$ cat src/rtl/rr_mux_reg_pkg.sv
// Shared constants and width helper for the round-robin registered multiplexer.
package rr_mux_reg_pkg;

  localparam logic MODE_FIXED = 1'b0;
  localparam logic MODE_RR    = 1'b1;

  // Index width for n channels, never less than one bit.
  function automatic int unsigned sel_width(input int unsigned n);
    int unsigned w;
    w = 1;
    while ((32'd1 << w) < n) w = w + 1;
    return w;
  endfunction

endpackage

$ cat src/rtl/rr_mux_reg_if.sv
// Producer/consumer bus of the registered multiplexer.
interface rr_mux_reg_if #(
  parameter int unsigned N = 4,
  parameter int unsigned W = 4
) ();
  import rr_mux_reg_pkg::*;

  localparam int unsigned SEL_W = sel_width(N);

  logic [N*W-1:0]   I;
  logic [N-1:0]     I_VALID;
  logic [N-1:0]     I_READY;
  logic [SEL_W-1:0] S;
  logic             MODE;
  logic [W-1:0]     O;
  logic [SEL_W-1:0] O_SEL;
  logic             O_VALID;
  logic             O_READY;

  modport master (
    output I, I_VALID, S, MODE, O_READY,
    input  I_READY, O, O_SEL, O_VALID
  );

  modport slave (
    input  I, I_VALID, S, MODE, O_READY,
    output I_READY, O, O_SEL, O_VALID
  );

endinterface

$ cat src/rtl/rr_mux_reg_arbiter.sv
// Combinational round-robin arbiter: first requester at or after ptr, modulo N.
module rr_arbiter
  import rr_mux_reg_pkg::*;
#(
  parameter  int unsigned N     = 4,
  localparam int unsigned SEL_W = sel_width(N)
) (
  input  logic [N-1:0]     req,
  input  logic [SEL_W-1:0] ptr,
  output logic [N-1:0]     grant,
  output logic [SEL_W-1:0] grant_idx,
  output logic             gvalid
);

  logic [2*N-1:0] dbl;
  logic [SEL_W:0] sum;

  // Rotate requests so offset 0 is ptr, take the lowest offset, map back to an index.
  always_comb begin
    dbl = {req, req} >> ptr;
    sum = '0;
    for (int j = int'(N) - 1; j >= 0; j--) begin
      if (dbl[j]) sum = {1'b0, ptr} + (SEL_W+1)'(j);
    end
    if (sum >= (SEL_W+1)'(N)) sum = sum - (SEL_W+1)'(N);
    gvalid    = |req;
    grant_idx = sum[SEL_W-1:0];
    grant     = '0;
    for (int k = 0; k < int'(N); k++) begin
      grant[k] = gvalid && (grant_idx == SEL_W'(k));
    end
  end

endmodule

$ cat src/rtl/rr_mux_reg.sv
// N-channel registered multiplexer with fixed-select or round-robin grant.
module rr_mux_reg
  import rr_mux_reg_pkg::*;
#(
  parameter int unsigned N = 4,
  parameter int unsigned W = 4
) (
  input  logic        CLK,
  input  logic        RESET,
  rr_mux_reg_if.slave bus
);

  localparam int unsigned SEL_W = sel_width(N);

  logic [SEL_W-1:0] ptr;
  logic [SEL_W-1:0] rr_idx;
  logic [SEL_W-1:0] grant_idx;
  logic [SEL_W-1:0] ptr_next;
  logic [N-1:0]     rr_onehot;
  logic [N-1:0]     fix_onehot;
  logic [N-1:0]     sel_onehot;
  logic             rr_valid;
  logic             gvalid;
  logic             load;
  logic [W-1:0]     gdata;

  rr_arbiter #(.N(N)) u_arb (
    .req       (bus.I_VALID),
    .ptr       (ptr),
    .grant     (rr_onehot),
    .grant_idx (rr_idx),
    .gvalid    (rr_valid)
  );

  // Grant select; an out-of-range S matches no channel and so grants nothing.
  always_comb begin
    fix_onehot = '0;
    for (int k = 0; k < int'(N); k++) begin
      fix_onehot[k] = (bus.S == SEL_W'(k)) && bus.I_VALID[k];
    end
    if (bus.MODE == MODE_RR) begin
      sel_onehot = rr_onehot;
      grant_idx  = rr_idx;
    end else begin
      sel_onehot = fix_onehot;
      grant_idx  = bus.S;
    end
    gvalid = |sel_onehot;
    load   = !RESET && (!bus.O_VALID || bus.O_READY) && gvalid;
    bus.I_READY = load ? sel_onehot : '0;
  end

  // AND-OR data mux driven by the one-hot grant.
  always_comb begin
    gdata = '0;
    for (int k = 0; k < int'(N); k++) begin
      if (sel_onehot[k]) gdata = gdata | bus.I[k*W +: W];
    end
  end

  assign ptr_next = (rr_idx == SEL_W'(N - 1)) ? '0 : rr_idx + SEL_W'(1);

  always_ff @(posedge CLK) begin
    if (RESET) begin
      bus.O       <= '0;
      bus.O_SEL   <= '0;
      bus.O_VALID <= 1'b0;
      ptr         <= '0;
    end else if (load) begin
      bus.O       <= gdata;
      bus.O_SEL   <= grant_idx;
      bus.O_VALID <= 1'b1;
      if (bus.MODE == MODE_RR) ptr <= ptr_next;
    end else if (bus.O_READY) begin
      bus.O_VALID <= 1'b0;
    end
  end

endmodule

$ cat src/flat_wrapper.sv
// flat-port wrapper written by rule: the top's interface ports become plain ports
module rr_mux_reg_flat import rr_mux_reg_pkg::*;
#(
  parameter int unsigned N = 4,
  parameter int unsigned W = 4
)
  (CLK, RESET, bus_I, bus_I_VALID, bus_S, bus_MODE, bus_O_READY, bus_I_READY, bus_O, bus_O_SEL, bus_O_VALID);
  rr_mux_reg_if #(.N(N), .W(W)) bus_i ();
  input  logic CLK;
  input  logic RESET;
  input wire logic [$bits(bus_i.I)-1:0] bus_I;
  input wire logic [$bits(bus_i.I_VALID)-1:0] bus_I_VALID;
  input wire logic [$bits(bus_i.S)-1:0] bus_S;
  input wire logic [$bits(bus_i.MODE)-1:0] bus_MODE;
  input wire logic [$bits(bus_i.O_READY)-1:0] bus_O_READY;
  output wire logic [$bits(bus_i.I_READY)-1:0] bus_I_READY;
  output wire logic [$bits(bus_i.O)-1:0] bus_O;
  output wire logic [$bits(bus_i.O_SEL)-1:0] bus_O_SEL;
  output wire logic [$bits(bus_i.O_VALID)-1:0] bus_O_VALID;
  assign bus_i.I = bus_I;
  assign bus_i.I_VALID = bus_I_VALID;
  assign bus_i.S = bus_S;
  assign bus_i.MODE = bus_MODE;
  assign bus_i.O_READY = bus_O_READY;
  assign bus_I_READY = bus_i.I_READY;
  assign bus_O = bus_i.O;
  assign bus_O_SEL = bus_i.O_SEL;
  assign bus_O_VALID = bus_i.O_VALID;
  rr_mux_reg #(.N(N), .W(W)) u_core (.CLK(CLK), .RESET(RESET), .bus(bus_i));
endmodule
$ cat config.mk
export PLATFORM = sky130hd
export DESIGN_NAME = rr_mux_reg_flat
export DESIGN_NICKNAME = d
export VERILOG_FILES = /design/src/rtl/rr_mux_reg_pkg.sv /design/src/rtl/rr_mux_reg_if.sv /design/src/rtl/rr_mux_reg_arbiter.sv /design/src/rtl/rr_mux_reg.sv /design/src/flat_wrapper.sv
export SDC_FILE = /design/constraint.sdc
export NUM_CORES = 1
export LEC_CHECK = 0
export ABC_AREA = 1
export CAP_MARGIN = 0
export CORE_UTILIZATION = 39
export DETAILED_ROUTE_END_ITERATION = 12
export PLACE_DENSITY = 0.71
export SLEW_MARGIN = 15
export SYNTH_ARGS = -nofsm -noshare
export SYNTH_HDL_FRONTEND = slang
export SYNTH_SLANG_ARGS = --single-unit
export TNS_END_PERCENT = 20
$ cat constraint.sdc
create_clock -name CLK -period 4.15 [get_ports CLK]
set_clock_uncertainty 0.05 [all_clocks]
set_input_delay 0.6225 -clock CLK [delete_from_list [all_inputs] [get_ports CLK]]
set_output_delay 0.6225 -clock CLK [all_outputs]
set_load 0.01 [all_outputs]
Word level (Yosys, flattened, before mapping):

Cells that the tools add are included.

* bits of input ports: 26
* register bits: 9
* output and inout bits: 11
* word-level logic and storage cells: 54

* reduce and logical (&&, ||, !) cells: 19
* multiplexer cells: 15
* $lt $le $gt $ge: 1
* $add $sub $neg: 5
* shift-type cells: 1
* bitwise logic cells: 3
* equality and inequality tests: 6

Operators with widths (count)
* 4-bit two-way mux: 6
* 3-bit two-way mux: 4
* 4-bit bitwise OR: 3
* 1-bit logical AND: 10
* 2-bit == test (second input constant): 4
* 4-bit OR reduction: 2
* 8-bit by 2-bit right shift with 4-bit output: 1
* 2-bit by 2-bit adder with 3-bit output (second input constant): 2
* 2-bit two-way mux: 3
* 2-bit by 1-bit == test with 1-bit output (second input constant): 2
* 2-bit logical NOT: 2
* 2-bit by 1-bit adder with 3-bit output (second input constant): 1
* 3-bit >= comparator (second input constant): 1
* 2-bit by 1-bit adder with 2-bit output (second input constant): 1
* 1-bit logical NOT: 2
* 1-bit two-way mux: 2
* 2-bit AND reduction: 1
* 2-bit nonzero test: 1
* 2-bit by 1-bit subtractor with 2-bit output (second input constant): 1
* 1-bit logical OR: 1

Depth between registers and ports, before layout:

* depth after elaboration: 17
* mapped depth: 23
* mapped depth without buffers: 22

By module:

A second synthesis with hierarchy kept.

* cell total of the unflattened synthesis: 177
* area total of the unflattened synthesis: 973.4 um^2

Modules (own cells, without submodules)
* rr_mux_reg: area an instance 703.2 um^2, times used 1, seq. area each 180.2 um^2, cells an instance 119
* rr_arbiter: area an instance 270.3 um^2, times used 1, seq. area each 0.0 um^2, cells an instance 58

Worst setup path before layout:

OpenSTA, ideal clock, no wires.

* kind: input -> output
* start: input bus_I_VALID[0]
* end: output bus_I_READY[0]
* path slack: 1.314 ns
* stages on the path: 18
* buffers on the path: 1
* required time: 3.477 ns
* arrival: 2.163 ns
* path through: nand2_1 > nand3_1 > nand2_1 > and2_1 > nand2_1 > nand2_1 > nand2_1 > inv_1 > ha_1 > nand2_1 > clkinv_1 > nand2_2 > nand2_2 > nor2_4 > nand2_4 > nand2_4 > buf_8 > a21oi_1

* cells in the longest elaborated chain, start to end: 13
* elaborated cells between the ends (all ways): 22
* classes of those cells: add/sub: 1; order compare: 1; eq/ne: 3; shift: 1; mux: 7; reduce/logical: 9

Ends and longest elaborated chain
* start, declared: line flat_wrapper.sv:12 `input wire logic [$bits(bus_i.I_VALID)-1:0] bus_I_VALID;`
* 8-bit by 2-bit right shift with 4-bit output: line rr_mux_reg_arbiter.sv:20 `dbl = {req, req} >> ptr;`
* 3-bit two-way mux (4 in series): line rr_mux_reg_arbiter.sv:23 `if (dbl[j]) sum = {1'b0, ptr} + (SEL_W+1)'(j);`
* 3-bit >= comparator or 2-bit by 1-bit subtractor with 2-bit output (tied branches): line rr_mux_reg_arbiter.sv:25 `if (sum >= (SEL_W+1)'(N)) sum = sum - (SEL_W+1)'(N);`
* 2-bit two-way mux: line rr_mux_reg_arbiter.sv:25
* 2-bit by 1-bit == test with 1-bit output, or another cell as far along: line rr_mux_reg_arbiter.sv:30 `grant[k] = gvalid && (grant_idx == SEL_W'(k));`
* 1-bit logical AND: line rr_mux_reg_arbiter.sv:30
* 4-bit two-way mux *: line rr_mux_reg.sv:41 `if (bus.MODE == MODE_RR) begin`
* 4-bit OR reduction: line rr_mux_reg.sv:48 `gvalid = |sel_onehot;`
* 1-bit logical AND: line rr_mux_reg.sv:49 `load = !RESET && (!bus.O_VALID || bus.O_READY) && gvalid;`
* 4-bit two-way mux *: line rr_mux_reg.sv:50 `bus.I_READY = load ? sel_onehot : '0;`
* end, declared: line flat_wrapper.sv:16 `output wire logic [$bits(bus_i.I_READY)-1:0] bus_I_READY;`

Every way passes the cells marked *; elsewhere a longest branch is shown, timed or not.

Worst setup path after layout:

* start: input bus_I_VALID[3]
* end: output bus_I_READY[2]

The elaborated chain is that of the path after synthesis.

==> results.txt <==
The flow ran to the end, and the final reports show no timing, DRC or antenna violations. Once detail routing completed, the nets flagged for antenna violations numbered 0. The clock transition at the registers of the reported paths is 70 ps. nand2_1 takes more of the synthesized area than any other cell. The TritonCTS clock tree is yes. The starting utilization of the core area is 42.0%. The data arrival time of the critical path came out at 3240 ps. The via density per instance came out at 4.92. The cell leakage power came out at between 0.6 and 0.7 nW.

0 antenna diodes ended up in the layout. The number of setup violations in the final report came out at 0. The insertion delay of the later-clocked pin in the worst-skew pair is 270 ps. The number of synthesis warnings came out at 0. Subtracting the final worst setup slack from the clock period gives 3910 ps. The first-pass GRT wire length came out at a little over 4000 um.

The actual transition at the worst max-transition pin came out at between 600 and 700 ps. The total global routing track utilization came out at 21.0%. The share of Yosys cell area claimed by the top area cell type came out at 24.2%. In this run, post-CTS hold repair placed 0 buffers.

After detailed routing, the number of remaining DRC violations is 0. The origin of the worst setup path is bus_I_VALID[3]. The number of hold violations in the final report came out at 0. The maximum fanout count along the critical path is 7.

The total via count in the routed design is 1116. The classification of the worst setup path is input port to primary output. The number of filler cells placed in the layout is 239. In this run, synthesis produced a sequential element count of 9.

The power density of the placed cells came out at 379 nW/um^2. The layout overhead on the synthesized area came out at 44.5%. The worst-case IR drop observed on VDD is about 310 uV.

The part of the cycle the worst path needs came out at 94.2%. The net count after synthesis came out at between 150 and 200. The die outline area is 2630 um^2. In this run the horizontal extent of the chip is 51.3 um. The count of pins on the block boundary came out at 37. The summed negative setup slack over all endpoints came out at 0 ps.

Wires add up to roughly 2600 um. The placer's final routability congestion estimate is about 0.80. The detailed-route wire length per cell is roughly 11 um. The half-perimeter wire length of the detailed placement result came out at 2100 um. The post-placement setup slack is ~210 ps. The slack of the critical path is about 240 ps.

The number of buffers added for setup after CTS came out at 0. The floorplan core area came out at 2250 um^2. Traced cell by cell, the critical path runs through clkdlybuf4s50_1 -> nand2_1 -> nand3_1 -> nand2_1 -> and2_1 -> nand2_1 -> nand2_1 -> nand2_1 -> inv_1 -> ha_1 -> nand2_1 -> inv_1 -> nand2_2 -> nand2_4 -> nor2_4 -> nand2_4 -> nand2_4 -> a21oi_1 -> clkdlybuf4s50_1. The layout cell share with drive strength beyond 1 came out at between 10% and 20%. The endpoint required time on the critical path is 3480 ps.

The netlist area before placement is approximately 950 um^2. The initial antenna violation count is 0. The tool flagged a number of max-cap violations equal to 0.

STA classifies the critical path startpoint as an input port. The count of standard-cell rows is 17. The kind of end point of the critical path is a primary output. The level count of the clock H-tree is 1. The net count of the finished layout is 230. The number of design-rule violations left by the first detailed-router iteration is 18. Setup repair after global routing left no endpoint under its margin.

The largest net degree at the start of global routing came out at 12. In this design, the critical path's most frequently occurring cell is nand2_1. The design area came out at between 1000 and 1500 um^2. The number of sinks driven by the clock tree is 9. The number of instances in the synthesized netlist is ~160. Post-CTS repair changed the size of 0 cells. The worst-case clock buffer depth came out at 2. The via count of the first global-routing pass is between 1000 and 1500. The relative slew slack is 55.7%.

Dividing the synthesized area by the synthesized cell count gives 5.96 um^2. The chip height is 51.3 um. The number of buffer and inverter stages on the critical path is 4. The number of optimization iterations in the first detailed-route pass is 4. The worst hold slack after final layout is 444 ps. The cell area after placement came out at 1340 um^2. The path class of the tightest hold or removal check is register to register. The highest achievable clock rate came out at 256 MHz. In this run the most critical hold path is launched from u_core.bus.O[1]$_SDFFE_PP0P_. The count of different cell masters after synthesis came out at 24. The utilization after layout is 60.7%. The final global-route overflow total is 0.

Clock tree synthesis selected as its root buffer the cell clkbuf_4. The origin of the critical flop-to-flop path is u_core.ptr[0]$_SDFFE_PP0P_. The total of buffers placed on input and output ports came out at 36. In this run, CTS created clock tree buffers numbering 3. The slowest stage of the critical path is the clkdlybuf4s50_1 cell. The max-slew violation total from the final report came out at 0. By area the synthesized netlist is led by nand2_1 (24%), dfxtp_1 (19%), inv_1 (7.1%). The share of synthesized area occupied by flip-flops and latches came out at 19.0%.

The maximum single-stage delay on the critical path is 550 ps. The kind of cell adding the most delay to the critical path is buffers and inverters.
==> layout by cell type (no fill, tap or decap) <==
cell type	instances
nand2_1	61
clkdlybuf4s50_1	33
inv_1	18
nand3_1	10
a21oi_1	10
dfxtp_1	9
nor2_1	7
nand2_2	6
nor2_2	4
nand3_2	4
nand4_1	4
o21ai_1	4
ha_1	4
nand2_4	3
clkbuf_4	3
dlymetal6s2s_1	3
inv_2	2
o21ai_0	2
clkinv_1	2
nor2_4	2
buf_4	2
xnor2_1	1
and2_1	1
a21oi_2	1
o21ai_2	1
nor3_2	1
clkbuf_1	1
==> where the power goes <==
part	switching (mW)	internal (mW)	total, mW
Combinational	0.182	0.143	0.326
Clock	0.0333	0.0372	0.0705
Sequential	0.0155	0.107	0.122
Total	0.231	0.287	0.518
==> per-stage QoR <==
step                total power, mW  cells
floorplan                     0.345    159
global placement              0.445    223
detailed placement            0.449    223
CTS                           0.520    227
global route                  0.566    227
finish                        0.518    227
==> cell families (layout without fill, tap and decap cells) <==
family          Yosys count  in the layout  share of synthesized area [%]
simple gates            103            103                           53.4
buf+inv                  24             64                           11.1
compound gates           18             18                           10.3
flops                     9              9                           19.0
fa+ha+maj                 4              4                           5.28
xor+xnor                  1              1                          0.925
==> per-layer routing <==
layer	GRT usage [%]	part of all wire (%)	vias to the layer above
met5	0	0	-
met4	4.05	0	0
met3	5.65	3.6	0
met2	41.0	54	28
met1	22.3	43	510
li1	-	-	578
==> cell usage after synthesis, drive strengths merged <==
master and instances:
nor3 1, dfxtp 9, o21ai 7, nand3 14, nand4 4, and2 1, nor2 13, ha 4
a21oi 11, buf 2, inv 20, clkinv 2, nand2 70, xnor2 1
==> path summary, 6_finish.rpt <==
kind | endpoint | slack [ps] | cells after the start
hold reg to reg | u_core.bus.O[1]$_SDFFE_PP0P_ | 440 | 2
hold / removal | u_core.bus.O[1]$_SDFFE_PP0P_ | 440 | 2
setup / recovery | bus_I_READY[2] | 240 | 19
setup reg to reg | u_core.ptr[0]$_SDFFE_PP0P_ | 1450 | 22
==> flip-flops by register name, indices dropped and copies added, names as in the netlist <==
signal,cells
u_core.bus.O,4
u_core.bus.O_SEL,2
u_core.bus.O_VALID,1
u_core.ptr,2
==> worst register-to-register path, cell delays in order (launching register included) <==
cell and delay [ps]:
dfxtp_1 490, inv_2 140, nand2_1 120, nand3_1 100, nand2_1 100, nand2_1 70, nand2_1 60, nand2_1 40
nand2_1 110, inv_2 60, ha_1 190, nand2_1 70, clkinv_1 70, nand2_2 80, nand2_2 100, nor2_4 140
nand2_4 90, nand2_4 90, buf_4 190, nor2_2 50, nand2_1 90, nand2_1 60, nor2_1 90
==> final cells by class <==
class | instances | area, um^2 | area share (%)
clock buffers | 4 | 26.3 | 1.92
well taps | 28 | 35.0 | 2.56
multi-input cells | 126 | 662 | 48.4
repair buffers | 38 | 383 | 28.0
inverters | 22 | 82.6 | 6.03
flip-flops and latches | 9 | 180 | 13.2
(Power assumes the default switching activity.)
